### src/rtl/cdb_arbiter_if.sv
// rtl/cdb_arbiter_if.sv - CDB request/broadcast bundle between functional units and the arbiter (optional CDB_ARBITER_STATS_EN counters)
interface cdb_arbiter_if #(
  parameter int NUM_SRC = 3,
  parameter int DATA_W  = 32,
  parameter int LABEL_W = 4
);
  logic [NUM_SRC-1:0]         require;
  logic [NUM_SRC*LABEL_W-1:0] labelIn;
  logic [NUM_SRC*DATA_W-1:0]  dataIn;
  logic [NUM_SRC-1:0]         requireAC;
  logic                       BCEN;
  logic [LABEL_W-1:0]         BClabel;
  logic [DATA_W-1:0]          BCdata;
`ifdef CDB_ARBITER_STATS_EN
  logic [15:0]                bcCount;
  logic [15:0]                conflictCount;

  modport master (
    output require, labelIn, dataIn,
    input  requireAC, BCEN, BClabel, BCdata, bcCount, conflictCount
  );

  modport slave (
    input  require, labelIn, dataIn,
    output requireAC, BCEN, BClabel, BCdata, bcCount, conflictCount
  );
`else
  modport master (
    output require, labelIn, dataIn,
    input  requireAC, BCEN, BClabel, BCdata
  );

  modport slave (
    input  require, labelIn, dataIn,
    output requireAC, BCEN, BClabel, BCdata
  );
`endif
endinterface

### src/rtl/cdb_arbiter.sv
// rtl/cdb_arbiter.sv - round-robin common-data-bus arbiter with registered broadcast (optional CDB_ARBITER_STATS_EN counters)
module cdb_arbiter #(
  parameter int NUM_SRC = 3,
  parameter int DATA_W  = 32,
  parameter int LABEL_W = 4
) (
  input  logic            clk,
  input  logic            nRST,
  cdb_arbiter_if.slave    bus
);

  localparam int PTR_W = (NUM_SRC > 1) ? $clog2(NUM_SRC) : 1;

  logic [PTR_W-1:0]   r_rr_ptr;
  logic               r_bcen;
  logic [LABEL_W-1:0] r_bclabel;
  logic [DATA_W-1:0]  r_bcdata;

  logic               w_hi_found;
  logic [PTR_W-1:0]   w_hi_idx;
  logic               w_lo_found;
  logic [PTR_W-1:0]   w_lo_idx;
  logic               w_grant_any;
  logic [PTR_W-1:0]   w_grant_idx;
  logic [NUM_SRC-1:0] w_grant_oh;
  logic [LABEL_W-1:0] w_grant_label;
  logic [DATA_W-1:0]  w_grant_data;
  logic               w_bcen_next;

  // Round-robin search: lowest requester at or above the pointer wins, else lowest overall (the wrap)
  always_comb begin
    w_hi_found = 1'b0;
    w_hi_idx   = '0;
    w_lo_found = 1'b0;
    w_lo_idx   = '0;
    for (int i = NUM_SRC - 1; i >= 0; i--) begin
      if (bus.require[i]) begin
        w_lo_found = 1'b1;
        w_lo_idx   = PTR_W'(i);
        if (i >= int'(r_rr_ptr)) begin
          w_hi_found = 1'b1;
          w_hi_idx   = PTR_W'(i);
        end
      end
    end
  end

  assign w_grant_any = w_hi_found | w_lo_found;
  assign w_grant_idx = w_hi_found ? w_hi_idx : w_lo_idx;

  // Grant is suppressed while reset is asserted so no source sees a phantom ack
  assign w_grant_oh    = (w_grant_any && nRST) ? (NUM_SRC'(1) << w_grant_idx) : '0;
  assign w_grant_label = bus.labelIn[w_grant_idx*LABEL_W +: LABEL_W];
  assign w_grant_data  = bus.dataIn[w_grant_idx*DATA_W +: DATA_W];

  // Label 0 means "no producer": the source is still released but nothing is broadcast
  assign w_bcen_next = w_grant_any && (w_grant_label != '0);

  // Pointer advance and broadcast register; label/data hold when nothing is broadcast
  always_ff @(posedge clk or negedge nRST) begin
    if (!nRST) begin
      r_rr_ptr  <= '0;
      r_bcen    <= 1'b0;
      r_bclabel <= '0;
      r_bcdata  <= '0;
    end else begin
      r_bcen <= w_bcen_next;
      if (w_grant_any) begin
        r_rr_ptr <= (w_grant_idx == PTR_W'(NUM_SRC - 1)) ? '0 : w_grant_idx + PTR_W'(1);
      end
      if (w_bcen_next) begin
        r_bclabel <= w_grant_label;
        r_bcdata  <= w_grant_data;
      end
    end
  end

  assign bus.requireAC = w_grant_oh;
  assign bus.BCEN      = r_bcen;
  assign bus.BClabel   = r_bclabel;
  assign bus.BCdata    = r_bcdata;

`ifdef CDB_ARBITER_STATS_EN
  logic [15:0] r_bc_count;
  logic [15:0] r_conflict_count;
  logic        w_conflict;

  assign w_conflict = ($countones(bus.require) > 1);

  // Broadcast count tracks BCEN cycles (wraps); conflict count tracks multi-request cycles (saturates)
  always_ff @(posedge clk or negedge nRST) begin
    if (!nRST) begin
      r_bc_count       <= '0;
      r_conflict_count <= '0;
    end else begin
      if (w_bcen_next) begin
        r_bc_count <= r_bc_count + 16'd1;
      end
      if (w_conflict && (r_conflict_count != 16'hFFFF)) begin
        r_conflict_count <= r_conflict_count + 16'd1;
      end
    end
  end

  assign bus.bcCount       = r_bc_count;
  assign bus.conflictCount = r_conflict_count;
`endif

endmodule

### src/flat_wrapper.sv
// flat-port wrapper written by rule: the top's interface ports become plain ports
module cdb_arbiter_flat 
#(
  parameter int NUM_SRC = 3,
  parameter int DATA_W  = 32,
  parameter int LABEL_W = 4
)
  (clk, nRST, bus_require, bus_labelIn, bus_dataIn, bus_requireAC, bus_BCEN, bus_BClabel, bus_BCdata);
  cdb_arbiter_if #(.NUM_SRC(NUM_SRC), .DATA_W(DATA_W), .LABEL_W(LABEL_W)) bus_i ();
  input  logic clk;
  input  logic nRST;
  input wire logic [$bits(bus_i.require)-1:0] bus_require;
  input wire logic [$bits(bus_i.labelIn)-1:0] bus_labelIn;
  input wire logic [$bits(bus_i.dataIn)-1:0] bus_dataIn;
  output wire logic [$bits(bus_i.requireAC)-1:0] bus_requireAC;
  output wire logic [$bits(bus_i.BCEN)-1:0] bus_BCEN;
  output wire logic [$bits(bus_i.BClabel)-1:0] bus_BClabel;
  output wire logic [$bits(bus_i.BCdata)-1:0] bus_BCdata;
  assign bus_i.require = bus_require;
  assign bus_i.labelIn = bus_labelIn;
  assign bus_i.dataIn = bus_dataIn;
  assign bus_requireAC = bus_i.requireAC;
  assign bus_BCEN = bus_i.BCEN;
  assign bus_BClabel = bus_i.BClabel;
  assign bus_BCdata = bus_i.BCdata;
  cdb_arbiter #(.NUM_SRC(NUM_SRC), .DATA_W(DATA_W), .LABEL_W(LABEL_W)) u_core (.clk(clk), .nRST(nRST), .bus(bus_i));
endmodule
### config.mk
export PLATFORM = sky130hd
export DESIGN_NAME = cdb_arbiter_flat
export DESIGN_NICKNAME = d
export VERILOG_FILES = /design/src/rtl/cdb_arbiter_if.sv /design/src/rtl/cdb_arbiter.sv /design/src/flat_wrapper.sv
export SDC_FILE = /design/constraint.sdc
export NUM_CORES = 1
export LEC_CHECK = 0
export BUFFER_PORTS_ARGS = -buffer_cell sky130_fd_sc_hd__buf_2
export CELL_PAD_IN_SITES_DETAIL_PLACEMENT = 1
export CELL_PAD_IN_SITES_GLOBAL_PLACEMENT = 1
export CORE_ASPECT_RATIO = 2
export CORE_MARGIN = 4
export CORE_UTILIZATION = 32
export CTS_BUF_LIST = sky130_fd_sc_hd__clkbuf_16
export DETAILED_ROUTE_END_ITERATION = 7
export MAX_ROUTING_LAYER = met4
export PLACE_DENSITY = 0.84
export SLEW_MARGIN = 10
export SYNTH_ARGS = -nofsm -noshare
export SYNTH_HDL_FRONTEND = slang
export SYNTH_SLANG_ARGS = --single-unit
export TNS_END_PERCENT = 20
### constraint.sdc
create_clock -name clk -period 4.6 [get_ports clk]
set_input_delay 0.23 -clock clk [delete_from_list [all_inputs] [get_ports clk]]
set_output_delay 0.23 -clock clk [all_outputs]
set_load 0.05 [all_outputs]
==> results list, run 1 <==
- Critical path class: flip-flop to flip-flop
* Library cell occupying the most area in the post-synthesis netlist: sky130_fd_sc_hd__dfrtp_1
- Of the cells placed in the final design, the portion with a size suffix greater than 1 is 0.546.
- Initial antenna violation count: 0
- Outcome: finished, final reports clean
- Via count of the first global-routing pass: 2,568
* Clock root buffer: sky130_fd_sc_hd__clkbuf_16
- TritonCTS built the clock tree.
- Leaving out fill and tap cells, the most frequent cell in the layout is sky130_fd_sc_hd__buf_2.
* Maximum number of pins on one net before global-route repair: 35
- VDD sags by at most 0.000241 V.
* Number of pins exceeding their max-slew limit in the final report: 0
* Remaining DRCs: 0
- After detailed routing, the number of vias per cell comes to 4.94.
- Setup repair after global routing left no endpoint under its margin.
- Maxcap violations: 0
- At the later pin of the worst-skew pair, clock insertion delay measures 0.27 ns.
- Clock period minus final worst setup slack: roughly 2.9 ns
* Layout overhead on the synthesized area: 45.9%
- For the worst setup path, the data required time is 4.76 ns.
* Clock transition at the register clock pins on the worst setup and hold paths after CTS: 0.06 ns
* CP Data Arrival Time: 3.08 ns
- Total iterations of the first detailed-routing run: 5
- For this design the static power due to leakage is 1.83 nW.
- Headroom to the max-slew limit: 0.351
* Highest achievable clock rate: 342 MHz
* Endpoint kind of the worst setup timing path: flip-flop
- Count of instances resized after the clock tree is built: 0
* First-pass GRT wire length: 12,100 um
- Critical path fanouts, max: 20
- Setup violations remaining at the end of the flow were counted as 0.
* DPL Wire Length: ~6300 um
* Number of register bits inferred by synthesis: 39
* Post-Syn Instances: 216
- Area of the placeable core: ~7000 um2
- Number of hold violations in the final report: 0
* Clock buffers created by TritonCTS: 5
- Most frequent cells in the layout: 152 x sky130_fd_sc_hd__buf_2, 64 x sky130_fd_sc_hd__nand2_1, 39 x sky130_fd_sc_hd__dfrtp_1, 32 x sky130_fd_sc_hd__a22oi_1, 25 x sky130_fd_sc_hd__mux2_4
* Fin Hold WS: 0.286 ns
- Ratio of total power to cell area: 450 nW/um2
- For this configuration, the core starts out at a cell density of 0.326.
* Io pins: 153
- Detailed routing inserted a total of 2,264 vias.
- In this run, the number of DRC markers left after iteration 0 of detailed routing was 104.
- Startpoint class of the critical path: flip-flop
- Port bufs: about 150
* TritonCTS sink count: 39
* Die X-Extent: 67.3 um
- Nets: 480
- Of the post-synthesis cell area, the dominant cell type holds 0.434.
- Detailed Route WL: 7930 um
- Buffers added to address setup during post-CTS repair amount to 0.
* GRT Resource Usage Total: 0.192
- Setup tns final: 0 ns
- Area of the die: between 8000 and 9000 um2
- The initialized floorplan defines 43 standard-cell rows.
* Worst min-delay path category: input pin to flip-flop
* Gpl congestion: 0.887
- Max Buffers Root-to-Sink: 2
* Largest clock skew in the final design: 0.00501 ns
* Synth Cell Area: around 2200 um2
- Dividing the detail-routed wire length by the instance count gives 17.3 um.
* Cells taking the most area after synthesis: sky130_fd_sc_hd__dfrtp_1 43%, sky130_fd_sc_hd__mux2_4 17%, sky130_fd_sc_hd__a22oi_1 11%
- The floorplan step set the die height to 127 um.
* Total of warnings raised by yosys: 0
- Sequential cell area fraction in the yosys report: 0.434
- Number of nets in the synthesized netlist: 329
- The number of antenna diodes in the final layout is 0.
* Yosys cell types: 28
- The total overflow left after global routing is 0.
- Worst-margin pin slew: 0.974 ns
- Post-route antenna net violation count: 0
- The clock tree synthesis step divided the H-tree into 2 levels.
* Final cycle utilization of the critical path: 0.636
- After synthesis, the mean cell area works out to 10.4 um2.
[kinds of logic (layout without fill, tap and decap cells)]
kind of cell | Yosys count | count (layout) | share of synthesized area
muxes | 35 | 35 | 0.216
and+or+nand+nor | 79 | 79 | 0.150
buffers and inverters | 20 | 172 | 0.0473
AOI/OAI and AO/OA | 43 | 43 | 0.152
DFF | 39 | 39 | 0.434
[timing repair]
item,in CTS,in global routing
endpoints found under the hold margin,13,0
hold buffers,1,0
endpoints found under the setup margin,0,0
[final cells by class]
type | count | area, um2
clock buffer | 5 | 125
inverter | 6 | 22.5
sequential | 39 | 976
timing repair buffer | 158 | 821
clock inverter | 3 | 12.5
fill | 866 | 3610
tap | 90 | 113
multi-input combinational | 157 | 1210
[power by group]
group	total (W)	switching [W]	internal, W
registers	0.000466	0.0000459	0.000420
clock network	0.000316	0.000120	0.000196
logic	0.000692	0.000460	0.000232
total	0.00147	0.000626	0.000848
[stage by stage]
stage / util / setup WS (ns) / std cells / power, W / cell area (um2)
3_3_place_gp: 0.455 / 1.79 / 449 / 0.00115 / 3130
5_1_grt: 0.476 / 1.48 / 458 / 0.00155 / 3280
4_1_cts: 0.476 / 1.63 / 458 / 0.00150 / 3280
2_1_floorplan: - / 2.25 / 216 / 0.000962 / 2250
3_5_place_dp: 0.455 / 1.63 / 449 / 0.00117 / 3130
6_report: 0.476 / 1.68 / 458 / 0.00147 / 3280
[synthesized netlist by cell type (all sizes together)]
master	number
mux2i	2
a21o	1
a22oi	32
clkbuf	8
a31oi	1
and2	5
nor2b	1
or3b	1
or2	1
inv	6
a41oi	1
nand3b	1
dfrtp	39
nor3	1
mux2	33
a32o	1
a222oi	4
and3	1
nand2b	2
o22ai	2
nand2	64
and3b	1
buf	6
a221oi	1
nand3	1
[worst max-delay path, stage by stage, from the launching register on]
cell	delay (ns)
sky130_fd_sc_hd__dfrtp_1	0.42
sky130_fd_sc_hd__nand2b_1	0.22
sky130_fd_sc_hd__a221oi_4	0.47
sky130_fd_sc_hd__a222oi_1	0.27
sky130_fd_sc_hd__a41oi_4	0.79
sky130_fd_sc_hd__buf_12	0.28
sky130_fd_sc_hd__mux2_2	0.35
[path summary, 6_finish.rpt]
kind                                                  start                                 to  slack [ns]  cells past startpoint
min reg2reg                u_core.bus.BCdata[1]$_DFFE_PN0P_   u_core.bus.BCdata[1]$_DFFE_PN0P_        0.50                      1
min                                           bus_dataIn[3]   u_core.bus.BCdata[3]$_DFFE_PN0P_        0.29                      4
max                          u_core.r_rr_ptr[1]$_DFFE_PN0P_   u_core.bus.BCdata[1]$_DFFE_PN0P_        1.68                      6
min in group asynchronous                              nRST  u_core.bus.BCdata[25]$_DFFE_PN0P_        0.44                      2
max reg2reg                  u_core.r_rr_ptr[1]$_DFFE_PN0P_   u_core.bus.BCdata[1]$_DFFE_PN0P_        1.68                      6
max in group asynchronous                              nRST   u_core.bus.BCdata[2]$_DFFE_PN0P_        3.49                      3
[registers in the layout (all words and copies together) (netlist names)]
signal              cells
u_core.bus.BCEN         1
u_core.bus.BCdata      32
u_core.bus.BClabel      4
u_core.r_rr_ptr         2
[metal layers]
| layer | share of wire | track usage | up-vias | wire [um] |
|---|---|---|---|---|
| met1 | 0.33 | 0.182 | 1095 | 2620 |
| met4 | 0.023 | 0.0718 | 0 | 183 |
| met5 | 0 | - | - | 0 |
| li1 | - | - | 1072 | - |
| met3 | 0.046 | 0.0248 | 12 | 362 |
| met2 | 0.60 | 0.371 | 85 | 4770 |
(Power assumes the default switching activity.)
==> inputs of run 2 (changes only) <==
CORE_UTILIZATION = 29   (was 32)
PLACE_DENSITY = 0.77   (was 0.84)
clock period = 2.9 ns   (was 4.6 ns; I/O delays follow)
==> results list, run 2 (synthesis gave the netlist of run 1 again) <==
* Outcome: finished, final reports clean
- Hold-fix buffers at CTS: 1
- Headroom to the max-slew limit: 0.610
* Area of the die: just over 9000 um2
- Maximum resistive drop on vdd: 0.000278 V
- Startpoint class of the critical path: flip-flop
- At the worst endpoint, the required time is 3.06 ns.
- Maxcap violations: 0
- Worst min-delay path category: input pin to flip-flop
- Filler Cells Inserted: 944
- Post-route antenna net violation count: 0
* Remaining DRCs: 0
* Die X-Extent: roughly 70 um
- Max Buffers Root-to-Sink: 2
- The H-tree was split into 2 levels.
- Largest clock skew in the final design: 0.00523 ns
- After floorplanning, the core was divided into between 40 and 50 placement rows.
- From bottom edge to top edge, the die measures between 100 and 150 um.
- The register with the most flip-flops in the layout has 32 of them.
- Clock buffers created by TritonCTS: 5
- The routed layout has 2,290 vias.
* Total iterations of the first detailed-routing run: 6
- Highest achievable clock rate: approximately 390 MHz
* Clock transition at the register clock pins on the worst setup and hold paths after CTS: 0.06 ns
- Setup total negative slack on the finished layout was measured at 0 ns.
- Power comes to between 0.002 and 0.0025 W.
* Post-CTS Repair Setup Buffers: 0
- First-pass GRT wire length: 12,500 um
* Gpl congestion: 0.888
- Layer carrying the most global-route usage: met2
* Critical path class: flip-flop to flip-flop
- Detailed Route WL: 8040 um
- CTS tree: yes
- Leaving out fill and tap cells, the most frequent cell in the layout is sky130_fd_sc_hd__buf_2.
- Share of post-route cells with drive strength above 1: 0.554
* DPL Wire Length: 6360 um
- In this run the static leakage power is 1.84 nW.
- Number of pins exceeding their max-slew limit in the final report: 0
- The worst setup path is captured at a flip-flop.
- Nets: slightly below 500
- After detailed routing, the average wire length per cell comes to 17.3 um.
- Data arrives at the worst endpoint at about 2.7 ns.
- Setup violations remaining at the end of the flow were counted as 0.
- Clock period minus final worst setup slack: approximately 2.6 ns
- The floorplan step defined a core boundary enclosing 7600 um2.
- TritonCTS sink count: 39
- Setup repair after global routing missed its margin: false
- GRT Resource Usage Total: 0.177
* Number of hold violations in the final report: 0
- On the final layout, the worst hold slack is 0.186 ns.
* Global Route met2 Usage: 0.338
- After clock tree synthesis, the repair step resized 0 gates.
- Clock root buffer: sky130_fd_sc_hd__clkbuf_16
- The library cells used most frequently in the layout, excluding fill and tap cells, are 152 x sky130_fd_sc_hd__buf_2, 64 x sky130_fd_sc_hd__nand2_1, 39 x sky130_fd_sc_hd__dfrtp_1, 32 x sky130_fd_sc_hd__a22oi_1, 25 x sky130_fd_sc_hd__mux2_4.
* Global route overflow: 0
- Clock Latency Late Sink: roughly 0.28 ns
- Critical path fanouts, max: 23
- The number of global-route vias before repair was 2,418.
- Port bufs: 152
- Worst-margin pin slew: around 0.59 ns
* Io pins: 153
* Diodes inserted: 0
- Entering global routing, the biggest net connects 35 pins.
* Met1 routing resource usage after global routing: 0.173
* Initial core utilization: 0.296
* Final cycle utilization of the critical path: 0.884
- Detailed router's first-iteration violation count: 96
- Using the TritonRoute via totals, the vias-per-cell ratio works out to ~5.
- Ratio of total power to cell area: just over 700 nW/um2
- Initial antenna violation count: 0
- For this run, global-route usage on met3 was measured as 0.0319.
* Layout overhead on the synthesized area: 46.3%
[run 2: power by group]
| group | switching [W] | total, W | internal, W |
|---|---|---|---|
| clock network | 0.000215 | 0.000529 | 0.000314 |
| logic | 0.000729 | 0.00110 | 0.000366 |
| registers | 0.0000703 | 0.000736 | 0.000666 |
[run 2: path summary, 6_finish.rpt]
path                       slack (ns)  cells after the start                                 to                              from
min in group asynchronous        0.31                      2     u_core.r_rr_ptr[0]$_DFFE_PN0P_                              nRST
hold / removal                   0.19                      4  u_core.bus.BCdata[17]$_DFFE_PN0P_                    bus_dataIn[17]
max in group asynchronous        1.90                      3  u_core.bus.BClabel[3]$_DFFE_PN0P_                              nRST
setup reg to reg                 0.34                      6   u_core.bus.BCdata[1]$_DFFE_PN0P_    u_core.r_rr_ptr[1]$_DFFE_PN0P_
setup / recovery                 0.34                      6   u_core.bus.BCdata[1]$_DFFE_PN0P_    u_core.r_rr_ptr[1]$_DFFE_PN0P_
hold reg to reg                  0.50                      1   u_core.bus.BCdata[2]$_DFFE_PN0P_  u_core.bus.BCdata[2]$_DFFE_PN0P_
[run 2: area by class of cell]
class,count,area (um2),share of cell area
Inverter,6,22.5,0.00685
Multi-Input combinational cell,157,1210,0.368
Clock inverter,3,15.0,0.00457
Clock buffer,5,125,0.0381
Sequential cell,39,976,0.297
Timing Repair Buffer,160,823,0.250
Tap cell,94,118,0.0358
[run 2: per-layer routing]
layer | part of all wire | wire length [um]
met5 | 0 | 0
met4 | 0.022 | 174
met3 | 0.049 | 390
met2 | 0.59 | 4740
met1 | 0.34 | 2740
[run 2: worst max-delay path, cell delays in order (launching register included)]
cell                       delay, ns
sky130_fd_sc_hd__dfrtp_1        0.42
sky130_fd_sc_hd__nand2b_1       0.22
sky130_fd_sc_hd__a221oi_4       0.50
sky130_fd_sc_hd__a222oi_1       0.27
sky130_fd_sc_hd__a41oi_4        0.27
sky130_fd_sc_hd__buf_4          0.39
sky130_fd_sc_hd__mux2_2         0.38
[run 2: metrics by stage]
step	utilization	area (um2)	setup WS [ns]	std cells
6_report	0.433	3290	0.335	464
4_1_cts	0.433	3290	0.301	464
2_1_floorplan	-	2250	0.549	216
5_1_grt	0.433	3290	0.179	464
3_5_place_dp	0.413	3140	0.314	455
3_3_place_gp	0.413	3140	0.449	455
==> inputs of run 3 (changes only) <==
CORE_ASPECT_RATIO = 1.25   (was 2)
PLACE_DENSITY = 0.83   (was 0.77)
SLEW_MARGIN = 0   (was 10)
==> results list, run 3 (synthesis gave the netlist of run 1 again) <==
- Outcome: finished, final reports clean
- CP Data Arrival Time: 2.71 ns
* Static leakage: 1.85 nW
- Worst endpoint required time: 3.05 ns
* Net Sw Frac: 0.408
- Gpl congestion: 0.825
- Diodes inserted: 0
* Met3 global-route usage: 0.0256
- Share of post-route cells with drive strength above 1: 0.553
- 153 I/O pins were placed.
- Final setup viols: 0
* Area taken by flip-flops and latches: roughly 980 um2
- Endpoint kind of the worst setup timing path: flip-flop
- Once detailed placement completed, the half-perimeter wirelength came to 6080 um.
- GRT Resource Usage Total: 0.162
- Filler Cells Inserted: about 900
- Overall power: 0.00242 W
- In this run the vertical extent of the chip is 106 um.
* Total vias in the final route: roughly 2,300
- Global route overflow: 0
* Largest clock skew in the final design: 0.00631 ns
- During placement, the flow inserted port buffers numbering 152.
* Total iterations of the first detailed-routing run: 4
* Sw power: 0.000989 W
* Critical path class: flip-flop to flip-flop
- Share of power burned in the clock network: 0.245
* Layout overhead on the synthesized area: 47.7%
* Layer carrying the most global-route usage: met2
- The tree built by TritonCTS fans out to 39 sinks.
- CTS built an H-tree with a depth of 2.
- Once detail routing completed, the nets flagged for antenna violations numbered 0.
- Highest achievable clock rate: 391 MHz
- Clock root buffer: sky130_fd_sc_hd__clkbuf_16
- Max-cap violations in this run came to 0.
- After detailed routing, the number of vias per cell comes to 4.91.
- Counting along the longest clock path gives a buffer depth of 2.
* Headroom to the max-slew limit: 0.612
* Startpoint class of the critical path: flip-flop
- Setup repair after global routing missed its margin: false
- Wires add up to between 7000 and 8000 um.
* Clock buffers created by TritonCTS: 5
- Proportion of power drawn by combinational gates: 0.451
* Initial antenna violation count: 0
* Clock Latency Late Sink: 0.27 ns
- In this run the horizontal extent of the chip is 86.7 um.
* Number of flip-flops in the largest register: 32
- Worst min-delay path category: input pin to flip-flop
- In this run the post-CTS setup repair buffer count came out at 0.
* Ratio of total power to cell area: 730 nW/um2
- Placed instance area: between 3000 and 4000 um2
- The floorplan step defined a core boundary enclosing 7440 um2.
- Remaining DRCs: 0
* Layout Cell Area excl Fill: 3320 um2
- First-pass GRT wire length: 11,500 um
* Sequential fraction of design power: 0.304
- Clock period minus final worst setup slack: 2.56 ns
- Entering global routing, the biggest net connects 26 pins.
- Dividing the detail-routed wire length by the instance count gives 16.2 um.
* Detailed router's first-iteration violation count: 74
* Setup tns final: 0 ns
- Worst-margin pin slew: between 0.5 and 0.6 ns
* Share of the core filled with cells: 0.446
- Leading cell type in the layout, fill and taps excluded: sky130_fd_sc_hd__buf_2
- In the finished design, the share of the clock period the worst path needs comes to 0.882.
* Multi-input combinational cell area: 1210 um2
- Slowest Stage Delay on Critical Path: 0.54 ns
* Nets: 484
- The library cells used most frequently in the layout, excluding fill and tap cells, are 152 x sky130_fd_sc_hd__buf_2, 64 x sky130_fd_sc_hd__nand2_1, 39 x sky130_fd_sc_hd__dfrtp_1, 32 x sky130_fd_sc_hd__a22oi_1, 25 x sky130_fd_sc_hd__mux2_4.
- For this configuration, the core starts out at a cell density of 0.302.
- The internal power of the cells totals 0.00143 W.
- The initialized floorplan defines 35 standard-cell rows.
* Via count of the first global-routing pass: between 2,000 and 2,500
* Clock transition at the register clock pins on the worst setup and hold paths after CTS: 0.05 ns
- Critical Path Slowest Stage Cell: sky130_fd_sc_hd__a221oi_4
- Number of hold violations in the final report: 0
- The worst-case IR drop observed on VDD is 0.000313 V.
* Cell breakdown of the critical path: nand2b_1 -> a221oi_4 -> a222oi_1 -> a41oi_4 -> buf_4 -> mux2_2
* CTS tree: yes
- In the global route stage, met2 resource usage came out at 0.296.
- Number of pins exceeding their max-slew limit in the final report: 0
- In this run the worst path has a maximum fanout of 20.
* Area of the die: 9230 um2
- Met1 routing resource usage after global routing: 0.183
-- run 3: through the flow --
| step | hold WS [ns] | worst slack, ns | std cells |
|---|---|---|---|
| floorplan | -0.151 | 0.549 | 216 |
| global placement | 0.0970 | 0.463 | 455 |
| detailed placement | 0.102 | 0.339 | 455 |
| CTS | 0.191 | 0.329 | 463 |
| global route | 0.208 | 0.190 | 463 |
| finish | 0.198 | 0.341 | 463 |
-- run 3: critical path: cells and delay by family, from the launching register on --
family | cells | cell delay (ns)
AOI/OAI and AO/OA | 3 | 1.09
DFF | 1 | 0.42
muxes | 1 | 0.38
buffers and inverters | 1 | 0.35
and+or+nand+nor | 1 | 0.21
-- run 3: timing repair --
item | 4_1_cts | 5_1_grt
resized for setup | 0 | 0
endpoints found under the hold margin | 14 | 0
hold buffers | 1 | 0
-- run 3: final timing paths --
| kind | from | endpoint | slack [ns] | cells after the start |
|---|---|---|---|---|
| max in group asynchronous | nRST | u_core.bus.BCdata[3]$_DFFE_PN0P_ | 1.88 | 3 |
| max | u_core.r_rr_ptr[1]$_DFFE_PN0P_ | u_core.bus.BCdata[3]$_DFFE_PN0P_ | 0.34 | 6 |
| max reg2reg | u_core.r_rr_ptr[1]$_DFFE_PN0P_ | u_core.bus.BCdata[3]$_DFFE_PN0P_ | 0.34 | 6 |
| min in group asynchronous | nRST | u_core.bus.BCdata[26]$_DFFE_PN0P_ | 0.34 | 2 |
| min | bus_dataIn[17] | u_core.bus.BCdata[17]$_DFFE_PN0P_ | 0.20 | 4 |
| min reg2reg | u_core.bus.BCdata[18]$_DFFE_PN0P_ | u_core.bus.BCdata[18]$_DFFE_PN0P_ | 0.51 | 1 |
-- run 3: final cells by class --
type	count	area share
inverters	6	0.00678
well taps	92	0.0347
multi-input cells	157	0.364
clock buffers	5	0.0377
repair buffers	162	0.253
flip-flops and latches	39	0.294
clock inverters	2	0.0102
-- run 3: power by group through the flow --
| stage | logic, W | registers [W] | clock network (W) |
|---|---|---|---|
| 2_1_floorplan | 0.000371 | 0.00116 | 0 |
| 3_3_place_gp | 0.00108 | 0.000740 | 0 |
| 3_5_place_dp | 0.00111 | 0.000744 | 0 |
| 4_1_cts | 0.00111 | 0.000739 | 0.000614 |
| 5_1_grt | 0.00116 | 0.000755 | 0.000635 |
| 6_report | 0.00109 | 0.000737 | 0.000594 |
-- run 3: metal layers --
layer / routed length (um) / share of wire
met2: 4190 / 0.56
met5: 0 / 0
met1: 2760 / 0.37
met4: 22 / 0.0029
met3: 540 / 0.072
